<file path="config.mk">
export PLATFORM = sky130hd
export DESIGN_NAME = mac_sequencer
export DESIGN_NICKNAME = d
export VERILOG_FILES = /design/src/rtl/nn_mac_pkg.sv /design/src/rtl/mac_term_counter.sv /design/src/rtl/mac_sequencer.sv
export SDC_FILE = /design/constraint.sdc
export NUM_CORES = 1
export LEC_CHECK = 0
export CAP_MARGIN = 20
export CORE_ASPECT_RATIO = 1.5
export CORE_MARGIN = 2
export CORE_UTILIZATION = 41
export DETAILED_ROUTE_END_ITERATION = 8
export GPL_ROUTABILITY_DRIVEN = 0
export PLACE_DENSITY_LB_ADDON = 0.25
export RECOVER_POWER = 100
export SYNTH_ARGS = -nofsm -noshare
export SYNTH_HDL_FRONTEND = slang
export SYNTH_HIERARCHICAL = 1
export SYNTH_SLANG_ARGS = --single-unit
</file>
<file path="constraint.sdc">
create_clock -name clk -period 3.01 [get_ports clk]
set_input_delay 0.602 -clock clk [delete_from_list [all_inputs] [get_ports clk]]
set_output_delay 0.602 -clock clk [all_outputs]
set_load 0.1 [all_outputs]
</file>
<file path="src/rtl/nn_mac_pkg.sv">
// Shared constants and sequencer state encoding for the neuron MAC datapath.
// Operand/accumulator widths are shared with the DSP MAC wrapper.
package nn_mac_pkg;

   localparam int DATA_W = 18;
   localparam int ACC_W  = 48;

   typedef enum logic [2:0] {
      S_IDLE  = 3'd0,
      S_CLEAR = 3'd1,
      S_FETCH = 3'd2,
      S_LOAD  = 3'd3,
      S_ISSUE = 3'd4,
      S_DRAIN = 3'd5,
      S_DONE  = 3'd6
   } state_t;

endpackage

</file>
<file path="src/rtl/mac_term_counter.sv">
// Load/increment counter that saturates at a terminal count LAST.
// Ports: clk, reset (sync, active-high), load (clear to 0), inc, count, last.
module mac_term_counter #(
   parameter int WIDTH = 10,
   parameter int LAST  = 0
) (
   input  logic             clk,
   input  logic             reset,
   input  logic             load,
   input  logic             inc,
   output logic [WIDTH-1:0] count,
   output logic             last
);

   localparam logic [WIDTH-1:0] LAST_V = WIDTH'(LAST);

   always_ff @(posedge clk) begin
      if (reset || load)
         count <= '0;
      else if (inc && !last)
         count <= count + 1'b1;
   end

   assign last = (count == LAST_V);

endmodule

</file>
<file path="src/rtl/mac_sequencer.sv">
// Walks pixel/weight memories, feeds one operand pair per term to the MAC,
// waits out the MAC pipeline and captures the accumulated dot product.
// Ports: clk, reset (sync, active-high), start, busy, done, result;
// memory side mem_addr, mem_rd_en, pixel_data, weight_data;
// MAC side mac_clear, mac_data_a, mac_data_b, mac_start_operation, mac_data_p.
module mac_sequencer
   import nn_mac_pkg::*;
#(
   parameter int VECTOR_LENGTH = 784,
   parameter int ADDR_WIDTH    = 10,
   parameter int DATA_WIDTH    = DATA_W,
   parameter int ACC_WIDTH     = ACC_W,
   parameter int MAC_LATENCY   = 3
) (
   input  logic                  clk,
   input  logic                  reset,
   input  logic                  start,
   output logic                  busy,
   output logic                  done,
   output logic [ACC_WIDTH-1:0]  result,
   output logic [ADDR_WIDTH-1:0] mem_addr,
   output logic                  mem_rd_en,
   input  logic [DATA_WIDTH-1:0] pixel_data,
   input  logic [DATA_WIDTH-1:0] weight_data,
   output logic                  mac_clear,
   output logic [DATA_WIDTH-1:0] mac_data_a,
   output logic [DATA_WIDTH-1:0] mac_data_b,
   output logic                  mac_start_operation,
   input  logic [ACC_WIDTH-1:0]  mac_data_p
);

   localparam int DRAIN_W = (MAC_LATENCY > 1) ? $clog2(MAC_LATENCY) : 1;

   state_t state;
   state_t state_nx;

   logic [ADDR_WIDTH-1:0] term_idx;
   logic                  term_last;
   logic                  term_load;
   logic                  term_inc;
   logic [DRAIN_W-1:0]    drain_cnt;
   logic                  drain_last;
   logic                  drain_load;
   logic                  drain_inc;
   logic                  unused_drain;

   mac_term_counter #(
      .WIDTH (ADDR_WIDTH),
      .LAST  (VECTOR_LENGTH - 1)
   ) u_term (
      .clk   (clk),
      .reset (reset),
      .load  (term_load),
      .inc   (term_inc),
      .count (term_idx),
      .last  (term_last)
   );

   mac_term_counter #(
      .WIDTH (DRAIN_W),
      .LAST  (MAC_LATENCY - 1)
   ) u_drain (
      .clk   (clk),
      .reset (reset),
      .load  (drain_load),
      .inc   (drain_inc),
      .count (drain_cnt),
      .last  (drain_last)
   );

   // Only the terminal flag of the drain counter steers the FSM.
   assign unused_drain = ^drain_cnt;

   always_ff @(posedge clk) begin
      if (reset)
         state <= S_IDLE;
      else
         state <= state_nx;
   end

   // Operands change only in LOAD, so they are stable through ISSUE and
   // the following FETCH, giving the MAC two quiet cycles after each pulse.
   always_ff @(posedge clk) begin
      if (reset) begin
         mac_data_a <= '0;
         mac_data_b <= '0;
         result     <= '0;
      end else begin
         if (state == S_LOAD) begin
            mac_data_a <= pixel_data;
            mac_data_b <= weight_data;
         end
         if (state == S_DRAIN && drain_last)
            result <= mac_data_p;
      end
   end

   always_comb begin
      state_nx            = state;
      busy                = 1'b1;
      done                = 1'b0;
      mac_clear           = 1'b0;
      mem_rd_en           = 1'b0;
      mem_addr            = '0;
      mac_start_operation = 1'b0;
      term_load           = 1'b0;
      term_inc            = 1'b0;
      drain_load          = 1'b0;
      drain_inc           = 1'b0;
      unique case (state)
         S_IDLE: begin
            busy      = 1'b0;
            term_load = 1'b1;
            if (start)
               state_nx = S_CLEAR;
         end
         S_CLEAR: begin
            mac_clear = 1'b1;
            state_nx  = S_FETCH;
         end
         S_FETCH: begin
            mem_rd_en = 1'b1;
            mem_addr  = term_idx;
            state_nx  = S_LOAD;
         end
         S_LOAD: begin
            state_nx = S_ISSUE;
         end
         S_ISSUE: begin
            mac_start_operation = 1'b1;
            if (term_last) begin
               drain_load = 1'b1;
               state_nx   = S_DRAIN;
            end else begin
               term_inc = 1'b1;
               state_nx = S_FETCH;
            end
         end
         S_DRAIN: begin
            drain_inc = 1'b1;
            if (drain_last)
               state_nx = S_DONE;
         end
         S_DONE: begin
            done     = 1'b1;
            state_nx = S_IDLE;
         end
         default: begin
            state_nx = S_IDLE;
         end
      endcase
   end

endmodule

</file>
==> results <==
- The setup path with the least slack is of type reg2out.
- The DRC violation count after routing is 0.
- Clock-pin slew was measured on the worst setup and hold paths at 60 ps.
- The type of the worst min-delay path is reg2reg.
- The critical path capture point type is an output port.
- Yosys printed 6 warnings.
- The floorplan step defined a die boundary enclosing approximately 10000 um^2.
- Across every metal layer, demand over resource in global routing totals 19.66%.
- Max-cap violations in this run came to 0.
- Summing the sequential cell areas from Yosys gives 51.08% of the chip area.
- The run finished with clean final reports.
- Cell internal power was estimated by the tool at approximately 2.1 mW.
- The detailed-route via count is ~3800.
- Synthesis inferred 99 register bits.
- The sum of negative setup slack is 0 ps.
- Cells with a size suffix above 1 make up 6.728% of the layout.
- For this run, the share of the core covered by cells in the final layout is between 50% and 60%.
- After detailed routing, the total wire length is 10620 um.
- The maximum clock insertion buffer count is 2.
- The number of nets in the synthesized netlist is 571.
- The hold buffer count at cts is 0.
- The clock latency on the worst-skew pair is 340 ps.
- The critical path arrival is between 2000 and 2500 ps.
- For the finished layout, the period the worst path requires is between 2000 and 3000 ps.
- The required time of the critical path is roughly 2400 ps.
- The die is 123.1 um tall.
- Hold is met by 451.9 ps.
- The TritonCTS clock tree is done.
- Yosys mapped a number of flops with a built-in enable equal to 0.
- The number of pins exceeding their max-slew limit in the final report is 0.
- The number of nets still failing antenna checks after routing is 0.
- Registers are responsible for 47.9% of the overall power.
- The number of buffers inserted during clock tree synthesis is 9.
- The average instance in the mapped netlist occupies between 8 and 9 um^2.
- Synthesis produced 482 cells.
- The part of the power in the clock network is 40.6%.
- Setup violations remaining at the end of the flow were counted as 0.
- At the pin with the least slew margin, the transition time is between 1000 and 1500 ps.
- The part of the total power dissipated in combinational logic is 11.4%.
- The total number of nets in the final design is 738.
- The analysis attributes to cell leakage a power of between 1.5 and 2 nW.
- The clock net in this run drives a total of 99 sinks.
- The number of global-route vias before repair is 3521.
- The number of failing hold endpoints at the final stage came to 0.
- The mapped netlist covers 3880 um^2.
- In this run the number of H-tree levels came out at 3.
- Before antenna repair, the detailed router went through 4 iterations.
- The worst IR drop on VDD is 398.1 uV.
- 186 I/O pins were placed.
- The first global-routing pass estimated around 17000 um of wire.
- The maximum number of pins on one net before global-route repair is 56.
- Dividing the detail-routed via count by the number of cells gives 4.993.
- The most frequently used flop master after synthesis is dfxtp_1.
- The DRC violation total after the first TritonRoute iteration is 99.
- Setup repair after global routing left no endpoint under its margin.
- In this run the power density over the cells is between 500 and 600 nW/um^2.
- Dividing the detail-routed wire length by the instance count gives between 10 and 15 um.
- The effective utilization at floorplan is 41.93%.
- In this run the core area contains 43 standard-cell rows.
- The switching part of the total is about a quarter.
- The share of synthesized flip-flops with an asynchronous set or reset is 0%.
- Gates resized during post-CTS repair numbered 0.
- The detailed-placement wirelength estimate is approximately 7500 um.
- Summed over all nets, the switching power comes to 680.3 uW.
- Once the clock tree was built, the setup fixing pass inserted 0 buffers.
- The completed layout was analyzed and its total power is 2.797 mW.
- The worst max-slew margin expressed relative to the limit is between 1 and 1.5%.
- On the final layout, the worst clock skew is 4.826 ps.
- The number of port buffers is 185.
- The relative area change from synthesis to final layout is 41.05%.
- The distinct cell type count of the synthesized netlist is 48.
- STA classifies the critical path startpoint as a register.
- Derived from the worst setup path, the maximum achievable clock frequency is between 300 and 400 MHz.
- The area of the core is 9254 um^2.
- The final clock period utilization by the worst path is 89.98%.
- The remaining global-route overflow is 0.
- The maximum fanout along the worst path is 13.
- Measured along the x axis, the die boundary spans 83.43 um.
- The antenna diode count is 0.
- In this run the clock root is driven by a clkbuf_16.
- The number of antenna violations at the first check in global routing is 0.
stage by stage:
step                setup slack, ps  cells  area [um^2]
floorplan                     309.8    482         3885
global placement              790.2    750         5529
detailed placement            721.8    750         5529
CTS                           345.6    766         5824
global route                  144.8    766         5473
finish                        301.6    766         5473
worst max-delay path, stage by stage, from the launching register on:
cell and delay [ps]:
dfxtp_1 600, nor3b_2 610, clkbuf_2 560
final timing paths:
path,endpoint,slack (ps),cells past startpoint,start
max,mem_rd_en,300,2,state[1]$_SDFFE_PP0P_
min,mac_data_b[11]$_SDFFE_PP0N_,450,2,mac_data_b[11]$_SDFFE_PP0N_
max reg2reg,u_term/count[8]$_SDFFE_PP0P_,510,8,u_term/count[4]$_SDFFE_PP0P_
min reg2reg,mac_data_b[11]$_SDFFE_PP0N_,450,2,mac_data_b[11]$_SDFFE_PP0N_
power groups by stage:
stage          clock [mW]  combinational (mW)  sequential (mW)
2_1_floorplan           0               0.117             1.44
3_3_place_gp            0               0.332             1.37
3_5_place_dp            0               0.332             1.37
4_1_cts              1.17               0.334             1.34
5_1_grt              1.22               0.337             1.34
6_report             1.14               0.319             1.34
Yosys cell counts, types with 2 or more instances:
cell        n  share of area [%]
and2_1     12                1.9
buf_1       3               0.29
o21ai_0     3               0.39
nor4b_1     2               0.45
o31ai_1     3               0.58
nor2_1      7               0.68
buf_6       3               0.87
ha_1        2               0.64
inv_1       3               0.29
nand4_1     3               0.48
mux2i_1     2               0.52
nand3_1     4               0.52
nand2_1   176                 17
or4_1       3               0.58
clkbuf_1   10               0.97
buf_4       5               0.97
nor2b_1     3               0.48
nor3_1      2               0.26
a31oi_1     3               0.48
a21oi_1    91                 12
buf_2      14                1.8
or3_1       2               0.32
o211ai_1    3               0.58
dfxtp_1    99                 51
layout make-up:
| class | instances | area, um^2 |
|---|---|---|
| clock inverter | 4 | 48.80 |
| multi-input combinational | 345 | 1688 |
| inverter | 3 | 11.26 |
| tap | 112 | 140.1 |
| sequential | 99 | 1982 |
| clock buffer | 12 | 246.5 |
| timing repair buffer | 191 | 1356 |
| fill | 872 | 3781 |
placed cells by master (no fill, tap or decap), drive strengths merged, types with 2 or more instances in the layout:
master         netlist  layout
nand2              177     177
clkbuf              10     107
dfxtp               99      99
a21oi               91      91
clkdlybuf4s50        0      85
and2                12      12
buf                 25      11
nor2                 8       8
nand3                5       5
nor2b                4       4
inv                  3       4
o31ai                4       4
o211ai               3       3
o21ai                3       3
nand4                3       3
a31oi                3       3
or4                  3       3
nor4b                2       2
nor3b                2       2
nor3                 2       2
clkinv               0       2
ha                   2       2
or3                  2       2
mux2i                2       2
flip-flops by register name, indices dropped and copies added, names as in the netlist:
register and cells:
mac_data_a 18, mac_data_b 18, result 48, state 3, u_term/count 10, u_drain/count 2
metal layers:
metal	routed length, um	share of wire, %	up-vias	track usage (%)
met5	0	0	-	0
met4	289	2.7	0	8.165
met3	674	6.3	20	5.274
met2	5370	51	143	34.22
met1	4283	40	1733	23.01
li1	-	-	1929	-
cell families (layout without fill, tap and decap cells):
group / Yosys count / in the layout / synth area share, %
AOI/OAI and AO/OA: 109 / 109 / 15.32
xor gates and xnor gates: 2 / 2 / 0.4515
adders and majority gates: 2 / 2 / 0.6449
buffers and inverters: 38 / 210 / 5.192
DFF: 99 / 99 / 51.08
muxes: 2 / 2 / 0.5160
and+or+nand+nor: 230 / 230 / 26.80
Note: power is estimated with default switching activity, not from simulation.
==> patch 1, RTL diff (same flow settings) <==
Register the output `mem_addr`, with the module's reset; this adds one clock of latency there. The other outputs are not delayed to match.
--- a/src/rtl/mac_sequencer.sv
+++ b/src/rtl/mac_sequencer.sv
@@ -30,6 +30,8 @@
 );
 
    localparam int DRAIN_W = (MAC_LATENCY > 1) ? $clog2(MAC_LATENCY) : 1;
+
+   logic [ADDR_WIDTH-1:0] mem_addr_d;
 
    state_t state;
    state_t state_nx;
@@ -101,7 +103,7 @@
       done                = 1'b0;
       mac_clear           = 1'b0;
       mem_rd_en           = 1'b0;
-      mem_addr            = '0;
+      mem_addr_d          = '0;
       mac_start_operation = 1'b0;
       term_load           = 1'b0;
       term_inc            = 1'b0;
@@ -120,7 +122,7 @@
          end
          S_FETCH: begin
             mem_rd_en = 1'b1;
-            mem_addr  = term_idx;
+            mem_addr_d = term_idx;
             state_nx  = S_LOAD;
          end
          S_LOAD: begin
@@ -151,5 +153,13 @@
       endcase
    end
 
+   always_ff @(posedge clk) begin
+      if (reset) begin
+         mem_addr <= '0;
+      end else begin
+         mem_addr <= mem_addr_d;
+      end
+   end
+
 endmodule
 
Check against the original RTL: not equivalent (Yosys sat finds a counterexample within 10 cycles, from zero or initial values and one cycle with reset high).
==> patch 1 against the original RTL <==
Sequential cell count grew 10. Clock skew is 3.9 ps higher. Area after synthesis rose by 5.1%. Count of clock-buffer cells in the layout unchanged. Register-to-register slack better by 80 ps. Setup slack improved by 160 ps. Synthesized cell count grew 1.7%. Via count rose by 2.1%. Routed wire length is 2.9% higher. Critical path depth is the same. Final area is 2.1% higher. Power rose by 6.0%. Largest cell class unchanged.
==> patch 1: results <==
logic_synthesis:
  syn_nets: 579
  ys_types: 47
  yosysSeqAreaShare_pct: 53.5
  ys_top_cells_by_count: "174 x nand2_1, 109 x dfxtp_1, 93 x a21oi_1"
  synth_area_leaders: "dfxtp_1 54%, nand2_1 16%, a21oi_1 11%"
  synthArstFlopShare_pct: 0
setup_path:
  slowest_delay_ps: 900
  crit_arrival_ps: 1940
  path_max_fanout: 12
  crit_slowest_cell: "clkbuf_1"
place:
  placement.io_buffers: 185
  dp.final_hpwl_um: 7760
  place_area_mm2: 0.00568
outcome:
  outcome: "finished clean"
drt:
  via_count: 3905
  drtIter0Drc: 138
  routedWlPerCell_um: 14.0
cts:
  htreeDepth: 3
  cts_buffer_depth: 2
  insertion_delay_ps: 340
pwr:
  p_leak_nw: 1.87
  p_sw_share_pct: 24.1
  peakVddDrop_mv: 0.316
layout:
  drive_above_1_share_pct: 5.12
  reg_top3: "result (48), mac_data_a (18), mac_data_b (18)"
timing:
  tightest_slew_ps: 1450
  finalClockSkew_ps: 8.69
grt:
  grt_pass1_vias: 3615
  grtUsageTotal_pct: 19.6
  grt_pass1_wl_um: 17000
patch 1: cell count changes after synthesis, moves of 2 or more:
| cell | change |
|---|---|
| buf_1 | -2 |
| buf_6 | +2 |
| nand2_1 | -2 |
| a21oi_1 | +2 |
| dfxtp_1 | +10 |
patch 1: cell families after synthesis:
logic type      Yosys count  synth area share, %
simple gates            229                 25.4
compound gates          111                 14.7
flops                   109                 53.5
buf+inv                  36                 5.00
mux                       2                0.491
fa+ha+maj                 2                0.614
xor+xnor                  1                0.215
patch 1: worst min-delay path: cells and delay by family (launching register included):
family | cells | cell delay, ps
DFF | 1 | 310
and+or+nand+nor | 1 | 50
AOI/OAI and AO/OA | 1 | 50
patch 1: stage by stage:
stage | util [%] | setup slack [ps] | instances
floorplan | - | 525 | 490
global placement | 58.6 | 914 | 763
detailed placement | 58.6 | 886 | 763
CTS | 61.6 | 732 | 779
global route | 57.6 | 369 | 779
finish | 57.6 | 463 | 779
patch 1: final timing paths:
path,from,to,slack [ps],cells past startpoint
worst max-delay path,state[1],done,460,2
worst min-delay path,mac_data_b[13],mac_data_b[13],450,2
worst max register to register,u_term/count[4],u_term/count[8],590,8
worst min register to register,mac_data_b[13],mac_data_b[13],450,2
patch 1: cell type report:
class	count	area, µm²
clock buffer	12	246
clock inverter	4	47.5
fill	966	4100
inverter	3	11.3
multi-input combinational	345	1690
sequential	109	2180
tap	115	144
timing repair buffer	191	1270
patch 1: power groups by stage:
| stage | clock, mW | sequential (mW) | combinational (mW) |
|---|---|---|---|
| 6_report | 1.17 | 1.47 | 0.329 |
| 5_1_grt | 1.25 | 1.47 | 0.348 |
| 4_1_cts | 1.19 | 1.47 | 0.344 |
| 3_5_place_dp | 0 | 1.50 | 0.343 |
| 3_3_place_gp | 0 | 1.50 | 0.341 |
| 2_1_floorplan | 0 | 1.58 | 0.118 |
patch 1: routing by layer:
metal	part of all wire [%]	track usage [%]	vias to the layer above	wire length, µm
li1	-	-	1956	-
met1	39	21.5	1784	4230
met2	52	34.7	137	5650
met3	6.1	3.93	28	667
met4	3.4	10.6	0	376
met5	0	0	-	0
==> patch 2, RTL diff (same flow settings) <==
Made on the original files. The package constant `DATA_W` goes from 18 to 26.
--- a/src/rtl/nn_mac_pkg.sv
+++ b/src/rtl/nn_mac_pkg.sv
@@ -2,7 +2,7 @@
 // Operand/accumulator widths are shared with the DSP MAC wrapper.
 package nn_mac_pkg;
 
-   localparam int DATA_W = 18;
+   localparam int DATA_W = 26;
    localparam int ACC_W  = 48;
 
    typedef enum logic [2:0] {
Interface: changed (resized mac_data_a, mac_data_b, pixel_data and weight_data); port bits go from 186 to 218. The function was not compared with the original's and may differ.
==> patch 2 against the original RTL <==
The run now ends with max-capacitance violations, max-slew violations left. Setup slack got worse by 2.4 ps. Power rose by 48%. Final area up 20%. Synthesized cell count up 14%. Routed wire length is 24% higher. Maximum frequency barely moved. Non-clock buffer count increased by 30. Sequential share of layout area fell by 1.3 points. Area after synthesis is 14% higher. Sequential cell count grew 16. Count of clock-buffer cells in the layout is 8 higher. First-iteration DRC count rose by 73%. Critical endpoint is now mem_addr[9].
==> patch 2: results <==
logic_synthesis:
  ys_types: 48
  synth_xor_area_share_pct: 0.396
  synthAdderAreaFrac_pct: 0.565
  synth_area_leaders: "dfxtp_1 52%, nand2_1 18%, a21oi_1 12%"
  synthArstFlopShare_pct: 0
  yosysSeqAreaShare_pct: 52.0
  synth_mux_area_share_pct: 0.452
  syn_nets: 656
  ys_top_cells_by_count: "208 x nand2_1, 115 x dfxtp_1, 107 x a21oi_1"
  synth_compound_area_share_pct: 15.2
grt:
  grtUsageTotal_pct: 21.8
  grt_antenna_before_repair: 0
  met2_usage_pct: 37.5
  grt_use_met3_pct: 5.78
  grt_pass1_vias: 4166
  met1_usage_pct: 24.6
  grt_pass1_wl_um: 20100
  grt_max_degree: 65
timing:
  worst_slew_margin_rel_pct: -20.4
  finalClockSkew_ps: 5.57
  hold_slack_ps: 451
  slew_violations: 102
  worst_slack_ps: 299
drt:
  dr.pass1.iters: 5
  met1_length_um: 5140
  wl_met2_um: 6710
  drtIter0Drc: 171
  routed-wl-met3_um: 996
  wl_um: 13200
  via_count: 4502
  highest_layer: "met4"
cts:
  htreeDepth: 4
  clkTransAtPathRegs_ps: 50
  insertion_delay_ps: 400
  post-cts-setup-buffers: 0
  numCtsBuffers: 17
  cts-root-buf: "clkbuf_16"
pwr:
  p_leak_nw: 2.24
  switchingPower_uw: 946
  peakVddDrop_mv: 0.405
outcome:
  outcome: "finished, violations left"
  violations: "max-capacitance violations, max-slew violations"
layout:
  fin_nets: 856
  reg_top3: "result (48), mac_data_a (26), mac_data_b (26)"
  nFillCells: 980
  drive_above_1_share_pct: 7.98
setup_path:
  rr_worst_depth: 3
  r2r_slack_ps: 450
  crit_arrival_ps: 2110
  path_max_fanout: 13
  timing.rr.end: "mac_data_a[10]"
  r2r-start: "state[0]"
  slowest_delay_ps: 590
place:
  dp.final_hpwl_um: 9180
  dpl_worst_slack_ps: 729
  placement.io_buffers: 217
worst_hold_path:
  min_path_cells: 2
  hold_start: "result[23]"
  hold_end: "result[23]"
flow_run:
  maxCapViolations: 2
==> patch 2: cell types whose count changed after synthesis, sizes merged <==
cell | before | now
nand2 | 177 | 209
a21oi | 91 | 107
dfxtp | 99 | 115
clkbuf | 10 | 13
buf | 25 | 27
==> patch 2: cell type report <==
class                      count  area (µm²)  share of cell area, %
sequential                   115        2300                   35.0
multi-input combinational    393        1890                   28.7
timing repair buffer         221        1550                   23.5
clock buffer                  20         457                   6.94
clock inverter                12         203                   3.08
tap                          144         180                   2.74
inverter                       3        11.3                  0.171
==> patch 2: worst max path at each step <==
stage	endpoint	start	cells after the start
after floorplan	mac_start_operation	state[2]	3
after global placement	u_term/count[8]	u_term/count[4]	8
after detailed placement	mem_addr[0]	state[1]	3
after CTS	mem_addr[9]	state[1]	3
after global routing	mem_addr[1]	state[1]	3
final	mem_addr[9]	state[1]	3
==> patch 2: logic make-up after synthesis <==
logic type      after synthesis
simple gates                262
compound gates              125
flops                       115
buf+inv                      43
xor+xnor                      2
mux                           2
fa+ha+maj                     2
==> patch 2: power by group through the flow <==
stage	logic (mW)	registers, mW	clock network [mW]
floorplan	0.129	1.70	0
global placement	0.408	1.59	0
detailed placement	0.410	1.59	0
CTS	0.412	1.56	2.24
global route	0.418	1.56	2.32
finish	0.397	1.56	2.19
==> patch 2: through the flow <==
step	instance area, µm²	instances
floorplan	4430	551
global placement	6310	875
detailed placement	6310	875
CTS	6970	907
global route	6590	908
finish	6590	908
==> patch 2: worst max-delay path, delay by kind of cell (launching register included) <==
kind                   cells  cell delay [ps]
and+or+nand+nor            2              800
DFF                        1              580
buffers and inverters      1              330
